<file path="src/rtl/i2s_pkg.sv">
// Shared types, default geometry and the slot-position helper for the I2S
// stream controller.
package i2s_pkg;

    typedef enum logic {
        IDLE = 1'b0,
        RUN  = 1'b1
    } state_t;

    // Default geometry; the modules take these as parameter defaults
    localparam int DEF_MCLK_PER_SCLK = 4;
    localparam int DEF_DATA_W        = 24;
    localparam int DEF_SLOT_W        = 32;
    localparam int FRAME_BITS        = 2 * DEF_SLOT_W;
    localparam int HALF_DIV          = DEF_MCLK_PER_SCLK / 2;

    // idx is 8 bits wide, which covers any sample width up to 255 bits
    typedef struct packed {
        logic       valid;
        logic [7:0] idx;
    } slot_bit_t;

    // Maps a position within a channel slot to the sample bit carried there.
    // Position 0 is the one-bit I2S delay; positions past the sample are padding.
    function automatic slot_bit_t slot_bit_idx(input int unsigned p, input int unsigned data_w);
        slot_bit_t r;
        r.valid = 1'b0;
        r.idx   = '0;
        if ((p >= 1) && (p <= data_w)) begin
            r.valid = 1'b1;
            r.idx   = 8'(data_w - p);
        end
        return r;
    endfunction

endpackage

</file>
<file path="src/rtl/i2s_bit_timer.sv">
// Bit-clock generator: divides mclk into sclk, counts bit periods across a
// stereo frame, drives lrclk and produces single-cycle timing strobes.
module i2s_bit_timer
    import i2s_pkg::*;
#(
    parameter int  MCLK_PER_SCLK = DEF_MCLK_PER_SCLK,
    parameter int  SLOT_W        = DEF_SLOT_W,
    localparam int DIV_W         = $clog2(MCLK_PER_SCLK),
    localparam int BIT_W         = $clog2(2 * SLOT_W)
) (
    input  logic             mclk,
    input  logic             rst_n,
    input  logic             run,
    output logic [BIT_W-1:0] bit_cnt,
    output logic             sclk,
    output logic             lrclk,
    output logic             rise_evt,
    output logic             fall_evt,
    output logic             frame_start,
    output logic             frame_last,
    output logic             frame_prelast
);

    localparam logic [DIV_W-1:0] DIV_LAST = DIV_W'(MCLK_PER_SCLK - 1);
    localparam logic [DIV_W-1:0] DIV_PRE  = DIV_W'(MCLK_PER_SCLK - 2);
    localparam logic [DIV_W-1:0] DIV_RISE = DIV_W'(MCLK_PER_SCLK / 2 - 1);
    localparam logic [DIV_W-1:0] DIV_HALF = DIV_W'(MCLK_PER_SCLK / 2);
    localparam logic [BIT_W-1:0] BIT_LAST = BIT_W'(2 * SLOT_W - 1);
    localparam logic [BIT_W-1:0] BIT_SLOT = BIT_W'(SLOT_W);

    logic [DIV_W-1:0] div_cnt;

    // Counters sit at zero while idle so every run begins at the top of a frame
    always_ff @(posedge mclk or negedge rst_n) begin
        if (!rst_n) begin
            div_cnt <= '0;
            bit_cnt <= '0;
        end else if (!run) begin
            div_cnt <= '0;
            bit_cnt <= '0;
        end else if (div_cnt == DIV_LAST) begin
            div_cnt <= '0;
            bit_cnt <= (bit_cnt == BIT_LAST) ? '0 : bit_cnt + 1'b1;
        end else begin
            div_cnt <= div_cnt + 1'b1;
        end
    end

    assign sclk          = (div_cnt >= DIV_HALF);
    assign lrclk         = (bit_cnt >= BIT_SLOT);
    assign rise_evt      = run && (div_cnt == DIV_RISE);
    assign fall_evt      = run && (div_cnt == DIV_LAST);
    assign frame_start   = run && (div_cnt == '0) && (bit_cnt == '0);
    assign frame_last    = fall_evt && (bit_cnt == BIT_LAST);
    assign frame_prelast = run && (div_cnt == DIV_PRE) && (bit_cnt == BIT_LAST);

endmodule

</file>
<file path="src/rtl/i2s_stream_controller.sv">
// Master-mode I2S frame sequencer: serialises DAC pairs onto sdout, gathers
// ADC pairs from sdin and trades samples with the DSP via valid/ready.
// Optional build macro I2S_UNDERRUN_CNT_EN adds a saturating underrun counter.
module i2s_stream_controller
    import i2s_pkg::*;
#(
    parameter int MCLK_PER_SCLK = DEF_MCLK_PER_SCLK,
    parameter int DATA_W        = DEF_DATA_W,
    parameter int SLOT_W        = DEF_SLOT_W
) (
    input  logic              mclk,
    input  logic              rst_n,
    input  logic              en,
    input  logic [DATA_W-1:0] tx_left,
    input  logic [DATA_W-1:0] tx_right,
    input  logic              tx_valid,
    output logic              tx_ready,
    output logic [DATA_W-1:0] rx_left,
    output logic [DATA_W-1:0] rx_right,
    output logic              rx_valid,
    input  logic              sdin,
    output logic              sdout,
    output logic              sclk,
    output logic              lrclk,
    output logic              busy,
    output logic              underrun
`ifdef I2S_UNDERRUN_CNT_EN
    ,
    output logic [15:0]       underrun_cnt
`endif
);

    localparam int               BIT_W    = $clog2(2 * SLOT_W);
    localparam logic [BIT_W-1:0] BIT_LAST = BIT_W'(2 * SLOT_W - 1);
    localparam logic [BIT_W-1:0] BIT_SLOT = BIT_W'(SLOT_W);

    state_t            state;
    logic              run;
    logic [BIT_W-1:0]  bit_cnt;
    logic              rise_evt, fall_evt, frame_start, frame_last, frame_prelast;

    logic              hold_full;
    logic [DATA_W-1:0] hold_l, hold_r;
    logic [DATA_W-1:0] tx_word_l, tx_word_r;
    logic [DATA_W-1:0] rx_sh_l, rx_sh_r, rx_next_l, rx_next_r, rx_mask;
    logic              accept;

    logic [BIT_W-1:0]  next_bit;
    logic              next_right, rx_right_slot, tx_bit;
    logic [DATA_W-1:0] tx_word;
    slot_bit_t         tx_sel, rx_sel;

    assign run      = (state == RUN);
    assign busy     = run;
    assign tx_ready = ~hold_full;
    assign accept   = tx_valid && tx_ready;

    i2s_bit_timer #(
        .MCLK_PER_SCLK (MCLK_PER_SCLK),
        .SLOT_W        (SLOT_W)
    ) u_timer (
        .mclk          (mclk),
        .rst_n         (rst_n),
        .run           (run),
        .bit_cnt       (bit_cnt),
        .sclk          (sclk),
        .lrclk         (lrclk),
        .rise_evt      (rise_evt),
        .fall_evt      (fall_evt),
        .frame_start   (frame_start),
        .frame_last    (frame_last),
        .frame_prelast (frame_prelast)
    );

    // Run/stop control; a stop request only takes effect at a frame boundary
    always_ff @(posedge mclk or negedge rst_n) begin
        if (!rst_n) begin
            state <= IDLE;
        end else begin
            case (state)
                IDLE:    if (en) state <= RUN;
                RUN:     if (frame_last && !en) state <= IDLE;
                default: state <= IDLE;
            endcase
        end
    end

    // Bit selection: the outgoing bit belongs to the period starting at the
    // next fall event, the incoming bit to the current period
    always_comb begin
        next_bit      = (bit_cnt == BIT_LAST) ? '0 : bit_cnt + 1'b1;
        next_right    = (next_bit >= BIT_SLOT);
        tx_sel        = slot_bit_idx(next_right ? 32'(next_bit) - 32'(SLOT_W) : 32'(next_bit), DATA_W);
        tx_word       = next_right ? tx_word_r : tx_word_l;
        tx_bit        = 1'b0;
        rx_right_slot = (bit_cnt >= BIT_SLOT);
        rx_sel        = slot_bit_idx(rx_right_slot ? 32'(bit_cnt) - 32'(SLOT_W) : 32'(bit_cnt), DATA_W);
        rx_mask       = '0;
        for (int i = 0; i < DATA_W; i++) begin
            if (tx_sel.valid && (tx_sel.idx == 8'(i))) tx_bit = tx_word[i];
            rx_mask[i] = rx_sel.valid && (rx_sel.idx == 8'(i));
        end
        rx_next_l = rx_sh_l;
        rx_next_r = rx_sh_r;
        if (rise_evt) begin
            if (rx_right_slot) rx_next_r = (rx_sh_r & ~rx_mask) | (rx_mask & {DATA_W{sdin}});
            else               rx_next_l = (rx_sh_l & ~rx_mask) | (rx_mask & {DATA_W{sdin}});
        end
    end

    // Holding register handshake and frame-start transfer; an empty holding
    // register at frame start sends silence and flags an underrun
    always_ff @(posedge mclk or negedge rst_n) begin
        if (!rst_n) begin
            hold_full <= 1'b0;
            hold_l    <= '0;
            hold_r    <= '0;
            tx_word_l <= '0;
            tx_word_r <= '0;
            underrun  <= 1'b0;
        end else begin
            underrun <= 1'b0;
            if (frame_start) begin
                if (hold_full) begin
                    tx_word_l <= hold_l;
                    tx_word_r <= hold_r;
                    hold_full <= 1'b0;
                end else begin
                    tx_word_l <= '0;
                    tx_word_r <= '0;
                    underrun  <= 1'b1;
                end
            end
            if (accept) begin
                hold_l    <= tx_left;
                hold_r    <= tx_right;
                hold_full <= 1'b1;
            end
        end
    end

    // Serial output updates on sclk falling edges and is forced low when idle
    always_ff @(posedge mclk or negedge rst_n) begin
        if (!rst_n) begin
            sdout <= 1'b0;
        end else if (!run) begin
            sdout <= 1'b0;
        end else if (fall_evt) begin
            sdout <= tx_bit;
        end
    end

    // Capture sdin on rising edges and publish the pair so rx_valid is high
    // during the final mclk of the frame
    always_ff @(posedge mclk or negedge rst_n) begin
        if (!rst_n) begin
            rx_sh_l  <= '0;
            rx_sh_r  <= '0;
            rx_left  <= '0;
            rx_right <= '0;
            rx_valid <= 1'b0;
        end else begin
            rx_sh_l  <= rx_next_l;
            rx_sh_r  <= rx_next_r;
            rx_valid <= 1'b0;
            if (frame_prelast) begin
                rx_left  <= rx_next_l;
                rx_right <= rx_next_r;
                rx_valid <= 1'b1;
            end
        end
    end

`ifdef I2S_UNDERRUN_CNT_EN
    // Saturating count of underrun events, cleared only by reset
    always_ff @(posedge mclk or negedge rst_n) begin
        if (!rst_n) begin
            underrun_cnt <= '0;
        end else if (frame_start && !hold_full && (underrun_cnt != 16'hFFFF)) begin
            underrun_cnt <= underrun_cnt + 16'd1;
        end
    end
`endif

endmodule

</file>
<file path="config.mk">
export PLATFORM = sky130hd
export DESIGN_NAME = i2s_stream_controller
export DESIGN_NICKNAME = d
export VERILOG_FILES = /design/src/rtl/i2s_pkg.sv /design/src/rtl/i2s_bit_timer.sv /design/src/rtl/i2s_stream_controller.sv
export SDC_FILE = /design/constraint.sdc
export NUM_CORES = 1
export LEC_CHECK = 0
export CORE_MARGIN = 5
export CORE_UTILIZATION = 57
export CTS_BUF_LIST = sky130_fd_sc_hd__clkbuf_4 sky130_fd_sc_hd__clkbuf_8 sky130_fd_sc_hd__clkbuf_16
export DETAILED_ROUTE_END_ITERATION = 10
export GPL_ROUTABILITY_DRIVEN = 0
export PLACE_DENSITY = 0.9
export RECOVER_POWER = 50
export SYNTH_ARGS = -nofsm -noshare
export SYNTH_HDL_FRONTEND = slang
export SYNTH_SLANG_ARGS = --single-unit
</file>
<file path="constraint.sdc">
create_clock -name mclk -period 3.8 [get_ports mclk]
set_input_delay 0.38 -clock mclk [delete_from_list [all_inputs] [get_ports mclk]]
set_output_delay 0.38 -clock mclk [all_outputs]
set_load 0.1 [all_outputs]
</file>
==> reports/metrics.cfg, run 1 <==
[status]
status = finished, violations left
violations = capacitance limit, slew limit

[routing]
totalWireLength_mm = 22.8
drc_errors = 0
vias = 7003
met3_length_mm = 1.52
wl_met2_mm = 11.5
m1WireLength_mm = 9.18
maxUsedRoutingLayer = met4
drtIter0Drc = 646
wl_per_cell_um = 19.3
ant_nets = 0
firstDrtPassIters = 5
viasPerCell = 5.92

[synthesis]
synth-edff-count = 0
syn_nets = 914
ys_warn_count = 0
yosys_most_used_dff = dfrtp_1
async_flop_share = 1.00
ys_seq_area_frac = 0.534
ys_ff_latch = 205
ys_types = 73
syn_area_um2 = 9600
synthesis.instances = 850
avgSynthCellArea_um2 = 11.3

[global_route]
overflow = 0
grt_max_degree = 108
antenna_found_initial = 0
first_global_vias = 7163
grt_usage = 0.233
grt_pass1_wl_mm = 37.8

[critical_path]
cp.arrival_ns = 3.95
worst-r2r-setup-slack_ns = 0.26
worstRegToRegCells = 15
critPathLaunch = u_timer.bit_cnt[1]
crit_fanout = 12
path_class = reg -> reg
crit_path_end_kind = flip-flop
reg2reg_to = sdout
cp.required_ns = 4.21
crit_path_cell_trace = ha_1 > nand2_1 > nor2_4 > nor2_1 > clkinv_1 > ha_1 > nand2b_1 > nor2_1 > buf_4 > or3_1 > o211ai_1 > nand4_1 > nor4b_1 > o21ai_0 > o221ai_1
r2r-start = u_timer.bit_cnt[1]
max_stage_delay_ns = 0.51
start_kind = flip-flop
cpMaxStageDelayCell = dfrtp_1

[clocking]
clk_pin_slew_ns = 0.07
cts_tree = done
clock-sinks = 205
cts_buffer_depth = 3
numCtsBuffers = 21
root_buffer = clkbuf_16
cts_hold_buffers = 0
cts_max_level = 1
insertion_delay_ns = 0.50

[die]
die_w_um = 140
core_area_um2 = 16600
die_h_um = 140
io_pins = 108
row_count = 47
dieArea_um2 = 19500
start_util = 0.579

[sta]
tightest_slew_ns = 2.64
rsz0062_at_grt = false
drv_slew = 127
hold_viol = 0
max_slew_margin = -0.758
fmax_mhz = 282
fin_worst_skew_ns = 0.0143
finalCriticalPeriod_ns = 3.54
setup_viol_count_final = 0
tns_ns = 0
hold_ws_ns = 0.464
period_share = 0.933

[finish]
final_cell_mix = dfrtp_1 (205), mux2_2 (148), nand2_1 (138), clkdlybuf4s50_1 (106), o21ai_0 (57)
nets = 1012
drive_gt1_frac = 0.240
area_growth_pct = 20.4
design_area_um2 = 11600
antenna_cells = 0
final_common_cell = dfrtp_1
fillers = 1096
finalNonFillerCells = 1183

[power]
powerDensity_nw_per_um2 = 777
finalPower_mw = 8.98
leakage_nw = 5.28
ir_worst_vdd_mv = 0.573

[hold_path]
hp-class = in -> reg
whs_path_depth = 2
hp-start = en
min_to = busy

[placed_design]
placed_area_um2 = 10900
portBuffers = 107
place_hpwl_mm = 14.9
dpl.cell_count = 1145

[job]
cap_viol_max_count = 2

flip-flops by register name (all words and copies together) (netlist names):
name and count:
tx_word_r 24, u_timer.bit_cnt 6, rx_sh_r 24, sdout 1, underrun 1, hold_l 24
rx_right 24, u_timer.div_cnt 2, hold_r 24, rx_sh_l 24, hold_full 1, busy 1
rx_valid 1, tx_word_l 24, rx_left 24
timing repair:
action	in CTS	in global routing
setup endpoints to repair	0	1
setup buffers	0	0
gates resized for setup	0	1
final cells by class:
type,instances,area (µm²),area share
clock buffers,29,617,0.0533
well taps,220,275,0.0238
flip-flops and latches,205,5130,0.444
multi-input cells,580,4170,0.361
inverters,11,41.3,0.00357
repair buffers,129,1230,0.106
clock inverters,9,98.8,0.00855
cell families after synthesis:
family                     synth area share
and+or+nand+nor                       0.135
DFF                                   0.534
AOI/OAI and AO/OA                    0.0789
xor gates and xnor gates             0.0141
adders and majority gates            0.0143
buffers and inverters                0.0315
muxes                                 0.192
cell usage after synthesis (all sizes together) (3+ instances only):
cell type | number | area [µm²]
dfrtp | 205 | 5130
mux2 | 151 | 1700
nand2 | 138 | 518
o21ai | 58 | 294
nor2 | 54 | 218
clkbuf | 34 | 128
nand3 | 21 | 118
buf | 20 | 134
a21oi | 16 | 80.1
nand4 | 12 | 81.3
ha | 11 | 138
nor3 | 11 | 65.1
inv | 10 | 37.5
mux2i | 10 | 113
xnor2 | 9 | 101
and2 | 8 | 50.1
and3 | 7 | 48.8
nor2b | 7 | 43.8
nand2b | 5 | 38.8
a211oi | 4 | 35.0
o211ai | 4 | 30.0
a21o | 3 | 22.5
a32oi | 3 | 26.3
nor4 | 3 | 25.0
o211a | 3 | 30.0
o32ai | 3 | 26.3
xor2 | 3 | 33.8
worst max-delay path by stage:
stage	endpoint	slack (ns)	cells after the start
final	sdout	0.26	15
after global routing	sdout	0.08	15
after CTS	sdout	0.29	15
after detailed placement	sdout	0.38	15
after global placement	sdout	0.54	14
after floorplan	sdout	0.41	15
power by group:
| group | leakage (nW) | switching (mW) | internal, mW | total (mW) |
|---|---|---|---|---|
| Combinational | 2.26 | 2.19 | 1.45 | 3.64 |
| Sequential | 2.66 | 0.418 | 2.82 | 3.24 |
| Clock | 0.365 | 0.824 | 1.27 | 2.10 |
through the flow:
step / util / setup slack (ns)
2_1_floorplan: - / 0.414
3_3_place_gp: 0.656 / 0.544
3_5_place_dp: 0.656 / 0.379
4_1_cts: 0.699 / 0.288
5_1_grt: 0.697 / 0.0767
6_report: 0.697 / 0.256
critical path, delay by kind of cell, from the launching register on:
family          cells  cell delay (ns)
simple gates        8             1.51
flops               1             0.51
compound gates      3             0.51
fa+ha+maj           2             0.59
buf+inv             2             0.32
routing by layer:
layer	GRT usage	up-vias
li1	-	3160
met1	0.308	3451
met2	0.402	325
met3	0.0388	67
met4	0.0653	0
met5	0	-
No activity file was read; power rests on OpenSTA's default activity.
==> run 2: changes to the inputs <==
--- a/config.mk
+++ b/config.mk
@@ -11,7 +11,6 @@
 export DETAILED_ROUTE_END_ITERATION = 10
 export GPL_ROUTABILITY_DRIVEN = 0
 export PLACE_DENSITY = 0.9
-export RECOVER_POWER = 50
 export SYNTH_ARGS = -nofsm -noshare
 export SYNTH_HDL_FRONTEND = slang
 export SYNTH_SLANG_ARGS = --single-unit
==> run 2 against run 1 <==
  * Die area did not move
  * Largest cell class unchanged
  * First-iteration DRC count fell by 5.9%
  * Maximum frequency rose by 1.2%
  * Setup slack improved by 0.042 ns
  * Register-to-register slack improved by 0.04 ns
  * The run ends with hold timing left
==> reports/metrics.cfg, run 2 (synthesis results as in run 1) <==
[status]
status = finished, violations left
violations = hold timing

[global_route]
grt_usage = 0.233
overflow = 0
antenna_found_initial = 0
grt_pass1_wl_mm = 37.8
grt_max_degree = 108
first_global_vias = 7163

[sta]
rsz0062_at_grt = false
finalWorstSetupSlack_ns = 0.298
setup_viol_count_final = 0
max_slew_margin = 0.320
finalCriticalPeriod_ns = 3.50
hold_viol = 17
fin_worst_skew_ns = 0.0130
tns_ns = 0
period_share = 0.922
fmax_mhz = 286
hold_ws_ns = -0.0273
drv_slew = 0
tightest_slew_ns = 1.02

[clocking]
cts_max_level = 1
root_buffer = clkbuf_16
cts_buffer_depth = 3
clock-sinks = 205
insertion_delay_ns = 0.50
cts_tree = done
clk_pin_slew_ns = 0.07
numCtsBuffers = 21

[routing]
viasPerCell = 5.90
wl_per_cell_um = 19.3
firstDrtPassIters = 8
totalWireLength_mm = 22.9
drc_errors = 0
vias = 6983
ant_nets = 0
drtIter0Drc = 608

[die]
dieArea_um2 = 19500
die_h_um = 140
core_area_um2 = 16600
row_count = 47
start_util = 0.579
io_pins = 108
die_w_um = 140

[power]
powerDensity_nw_per_um2 = 776
finalPower_mw = 9.00
ir_worst_vdd_mv = 0.540
leakage_nw = 5.30

[finish]
area_growth_pct = 20.8
fin_util = 0.699
final_common_cell = dfrtp_1
antenna_cells = 0
drive_gt1_frac = 0.245
nets = 1012
finalNonFillerCells = 1183
final_cell_mix = dfrtp_1 (205), mux2_2 (149), nand2_1 (138), clkdlybuf4s50_1 (106), o21ai_0 (57)
design_area_um2 = 11600
fillers = 1088

[critical_path]
start_kind = flip-flop
cp.required_ns = 4.21
crit_path_end_kind = flip-flop
cp.arrival_ns = 3.91
path_class = reg -> reg
crit_fanout = 12

[placed_design]
dpl.cell_count = 1145
placed_area_um2 = 10900
pre_cts_slack_ns = 0.379
portBuffers = 107
place_hpwl_mm = 14.9

[job]
cap_viol_max_count = 0

[hold_path]
hp-class = in -> async

-- run 2: worst max-delay path, stage by stage, from the launching register on --
cell and delay, ns:
dfrtp_1 0.50, ha_1 0.30, nand2_1 0.19, nor2_4 0.09, nor2_1 0.19, clkinv_1 0.14
ha_1 0.28, nand2b_1 0.14, nor2_1 0.07, buf_4 0.17, or3_1 0.33, o211ai_1 0.26
nand4_1 0.20, nor4b_1 0.30, o21ai_0 0.13, o221ai_1 0.11
-- run 2: final timing paths --
| kind | slack (ns) | endpoint | cells after the start | start |
|---|---|---|---|---|
| worst max-delay path | 0.30 | sdout | 15 | u_timer.bit_cnt[1] |
| worst min-delay path | -0.03 | hold_l[15] | 1 | rst_n |
| worst max register to register | 0.30 | sdout | 15 | u_timer.bit_cnt[1] |
| worst min register to register | 0.48 | tx_word_r[1] | 2 | tx_word_r[1] |
| max in group asynchronous | 2.93 | rx_sh_l[17] | 2 | rst_n |
| min in group mclk | 0.47 | busy | 2 | en |
-- run 2: layer usage --
layer / global-route usage / routed length [µm] / share of wire
met4: 0.0653 / 633 / 0.028
met5: 0 / 0 / 0
met1: 0.308 / 9170 / 0.40
met3: 0.0388 / 1540 / 0.067
met2: 0.402 / 11500 / 0.50
-- run 2: what timing repair did --
item / in CTS / in global routing
setup endpoints to repair: 0 / 1
hold buffers: 0 / 0
gates resized for setup: 0 / 1
buffers inserted: 0 / 0
-- run 2: report_power, final --
| part | internal [mW] | switching, mW | total (mW) | leakage [nW] |
|---|---|---|---|---|
| Combinational | 1.46 | 2.19 | 3.65 | 2.28 |
| Sequential | 2.82 | 0.422 | 3.25 | 2.66 |
| Clock | 1.27 | 0.827 | 2.10 | 0.365 |
| Total | 5.56 | 3.44 | 9.00 | 5.30 |
-- run 2: layout make-up --
cell class	count	area (µm²)	area share
multi-input combinational	580	4180	0.360
sequential	205	5130	0.442
tap	220	275	0.0237
timing repair buffer	129	1250	0.108
inverter	11	41.3	0.00356
clock buffer	29	617	0.0532
clock inverter	9	98.8	0.00853
==> run 3: changes to the inputs <==
--- a/config.mk
+++ b/config.mk
@@ -10,6 +10,7 @@
 export CTS_BUF_LIST = sky130_fd_sc_hd__clkbuf_4 sky130_fd_sc_hd__clkbuf_8 sky130_fd_sc_hd__clkbuf_16
 export DETAILED_ROUTE_END_ITERATION = 10
 export GPL_ROUTABILITY_DRIVEN = 0
+export GPL_TIMING_DRIVEN = 0
 export PLACE_DENSITY = 0.9
 export SYNTH_ARGS = -nofsm -noshare
 export SYNTH_HDL_FRONTEND = slang
==> run 3 against run 2 <==
  * The run now ends clean
  * Design area up 1.6%
  * Register-to-register slack lost 0.13 ns
  * Largest cell class unchanged
  * Clock-buffer cell count is 2 higher
  * Die area did not move
  * First-iteration DRC count up 40%
  * Utilization up 1.1 points
  * Clock power about the same
  * Final cell count increased by 2.9%
==> reports/metrics.cfg, run 3 (synthesis results as in run 1) <==
[power]
pwr-share-comb = 0.420
ir_worst_vdd_mv = 0.440
intPower_mw = 5.66
leakage_nw = 5.33
seq_power_share = 0.350
finalPower_mw = 9.20
clockPowerShare = 0.230
powerDensity_nw_per_um2 = 781
switchingPower_mw = 3.55
switching_share = 0.385

[critical_path]
cp.required_ns = 4.16
crit_fanout = 19
path_class = reg -> reg
crit_path_end_kind = flip-flop
cp.arrival_ns = 4.00
start_kind = flip-flop
worst-r2r-setup-slack_ns = 0.16

[finish]
area_growth_pct = 22.7
nets = 1047
antenna_cells = 0
drive_gt1_frac = 0.237
final_common_cell = dfrtp_1
final_cell_mix = dfrtp_1 (205), mux2_2 (149), nand2_1 (138), clkdlybuf4s50_1 (105), o21ai_0 (57)
design_area_um2 = 11800

[die]
row_count = 47
start_util = 0.579
die_h_um = 140
dieArea_um2 = 19500
io_pins = 108
die_w_um = 140
core_area_um2 = 16600

[sta]
setup_viol_count_final = 0
period_share = 0.957
fin_worst_skew_ns = 0.00919
drv_slew = 0
tightest_slew_ns = 1.03
fmax_mhz = 275
max_slew_margin = 0.309
hold_viol = 0
finalCriticalPeriod_ns = 3.64
rsz0062_at_grt = false

[hold_path]
hp-class = in -> reg

[clocking]
cts_max_level = 1
clk_pin_slew_ns = 0.06
numCtsBuffers = 22
insertion_delay_ns = 0.50
cts_buffer_depth = 3
root_buffer = clkbuf_16
clock-sinks = 205
cts_tree = done

[routing]
vias = 7329
drtIter0Drc = 849
ant_nets = 0
totalWireLength_mm = 23.9
viasPerCell = 6.02
drc_errors = 0
wl_per_cell_um = 19.7
firstDrtPassIters = 6

[global_route]
first_global_vias = 7618
overflow = 0
grt_max_degree = 127
grt_usage = 0.244
antenna_found_initial = 0
grt_pass1_wl_mm = 39.5

[status]
status = completed

[placed_design]
portBuffers = 106
place_hpwl_mm = 16.3
placed_area_um2 = 11000

[job]
cap_viol_max_count = 0

run 3: cell types whose count changed in the layout (fill, tap and decap cells not counted), moves of 3 or more:
cell	previous run	this run
clkbuf_1	0	33
buf_1	0	4
clkinv_2	6	3
buf_4	21	5
buf_6	0	4
buf_2	0	8
run 3: area by class of cell:
cell class,count,area [µm²]
plain buffers,52,254
clock buffers,31,661
clock inverters,7,68.8
fillers,1055,4800
inverters,11,41.3
multi-input cells,580,4230
flip-flops and latches,205,5130
well taps,220,275
repair buffers,111,1130
run 3: per-stage QoR:
| stage | utilization | setup TNS [ns] | setup WS, ns | hold WS (ns) | std cells |
|---|---|---|---|---|---|
| 3_5_place_dp | 0.661 | -0.231 | -0.231 | 0.401 | 1177 |
| 4_1_cts | 0.706 | 0 | 0.00888 | 0.449 | 1215 |
| 3_3_place_gp | 0.659 | -1193.90 | -5.85 | 0.457 | 1176 |
| 5_1_grt | 0.711 | 0 | 0.000586 | 0.487 | 1217 |
| 6_report | 0.711 | 0 | 0.163 | 0.465 | 1217 |
| 2_1_floorplan | - | 0 | 0.414 | 0.0844 | 850 |
run 3: timing repair:
action | in CTS | in global routing
hold buffers | 1 | 0
setup buffers | 0 | 3
setup endpoints to repair | 1 | 1
pin swaps | 0 | 4
gates resized for setup | 3 | 8
endpoints found under the hold margin | 79 | 0
run 3: worst paths after layout:
kind / cells after the start / start / end
worst max-delay path: 15 / u_timer.bit_cnt[0] / sdout
worst min-delay path: 2 / sdin / rx_sh_l[2]
worst max register to register: 15 / u_timer.bit_cnt[0] / sdout
worst min register to register: 2 / tx_word_l[10] / tx_word_l[10]
max in group asynchronous: 3 / rst_n / rx_right[21]
min in group asynchronous: 2 / rst_n / hold_l[7]
run 3: power groups by stage:
stage / Clock (mW) / Combinational [mW] / Sequential, mW
6_report: 2.12 / 3.86 / 3.22
5_1_grt: 2.24 / 4.18 / 3.27
4_1_cts: 2.14 / 3.67 / 3.21
3_5_place_dp: 0 / 3.57 / 3.22
3_3_place_gp: 0 / 3.43 / 3.19
2_1_floorplan: 0 / 2.71 / 3.12
run 3: worst max-delay path, cell delays in order (launching register included):
cell       delay (ns)
dfrtp_1          0.41
ha_1             0.29
a21o_1           0.24
a21boi_2         0.23
nor2_4           0.11
inv_2            0.14
buf_8            0.22
ha_1             0.22
nand2b_4         0.15
nor2_4           0.06
nor4_4           0.33
or2_2            0.24
o2111ai_2        0.19
a2111o_1         0.35
a211oi_2         0.19
o221ai_1         0.13
run 3: routing by layer:
metal,GRT usage,part of all wire,vias to the layer above
met1,0.323,0.40,3659
met5,0,0,-
li1,-,-,3239
met4,0.0862,0.033,0
met2,0.411,0.50,349
met3,0.0405,0.072,82
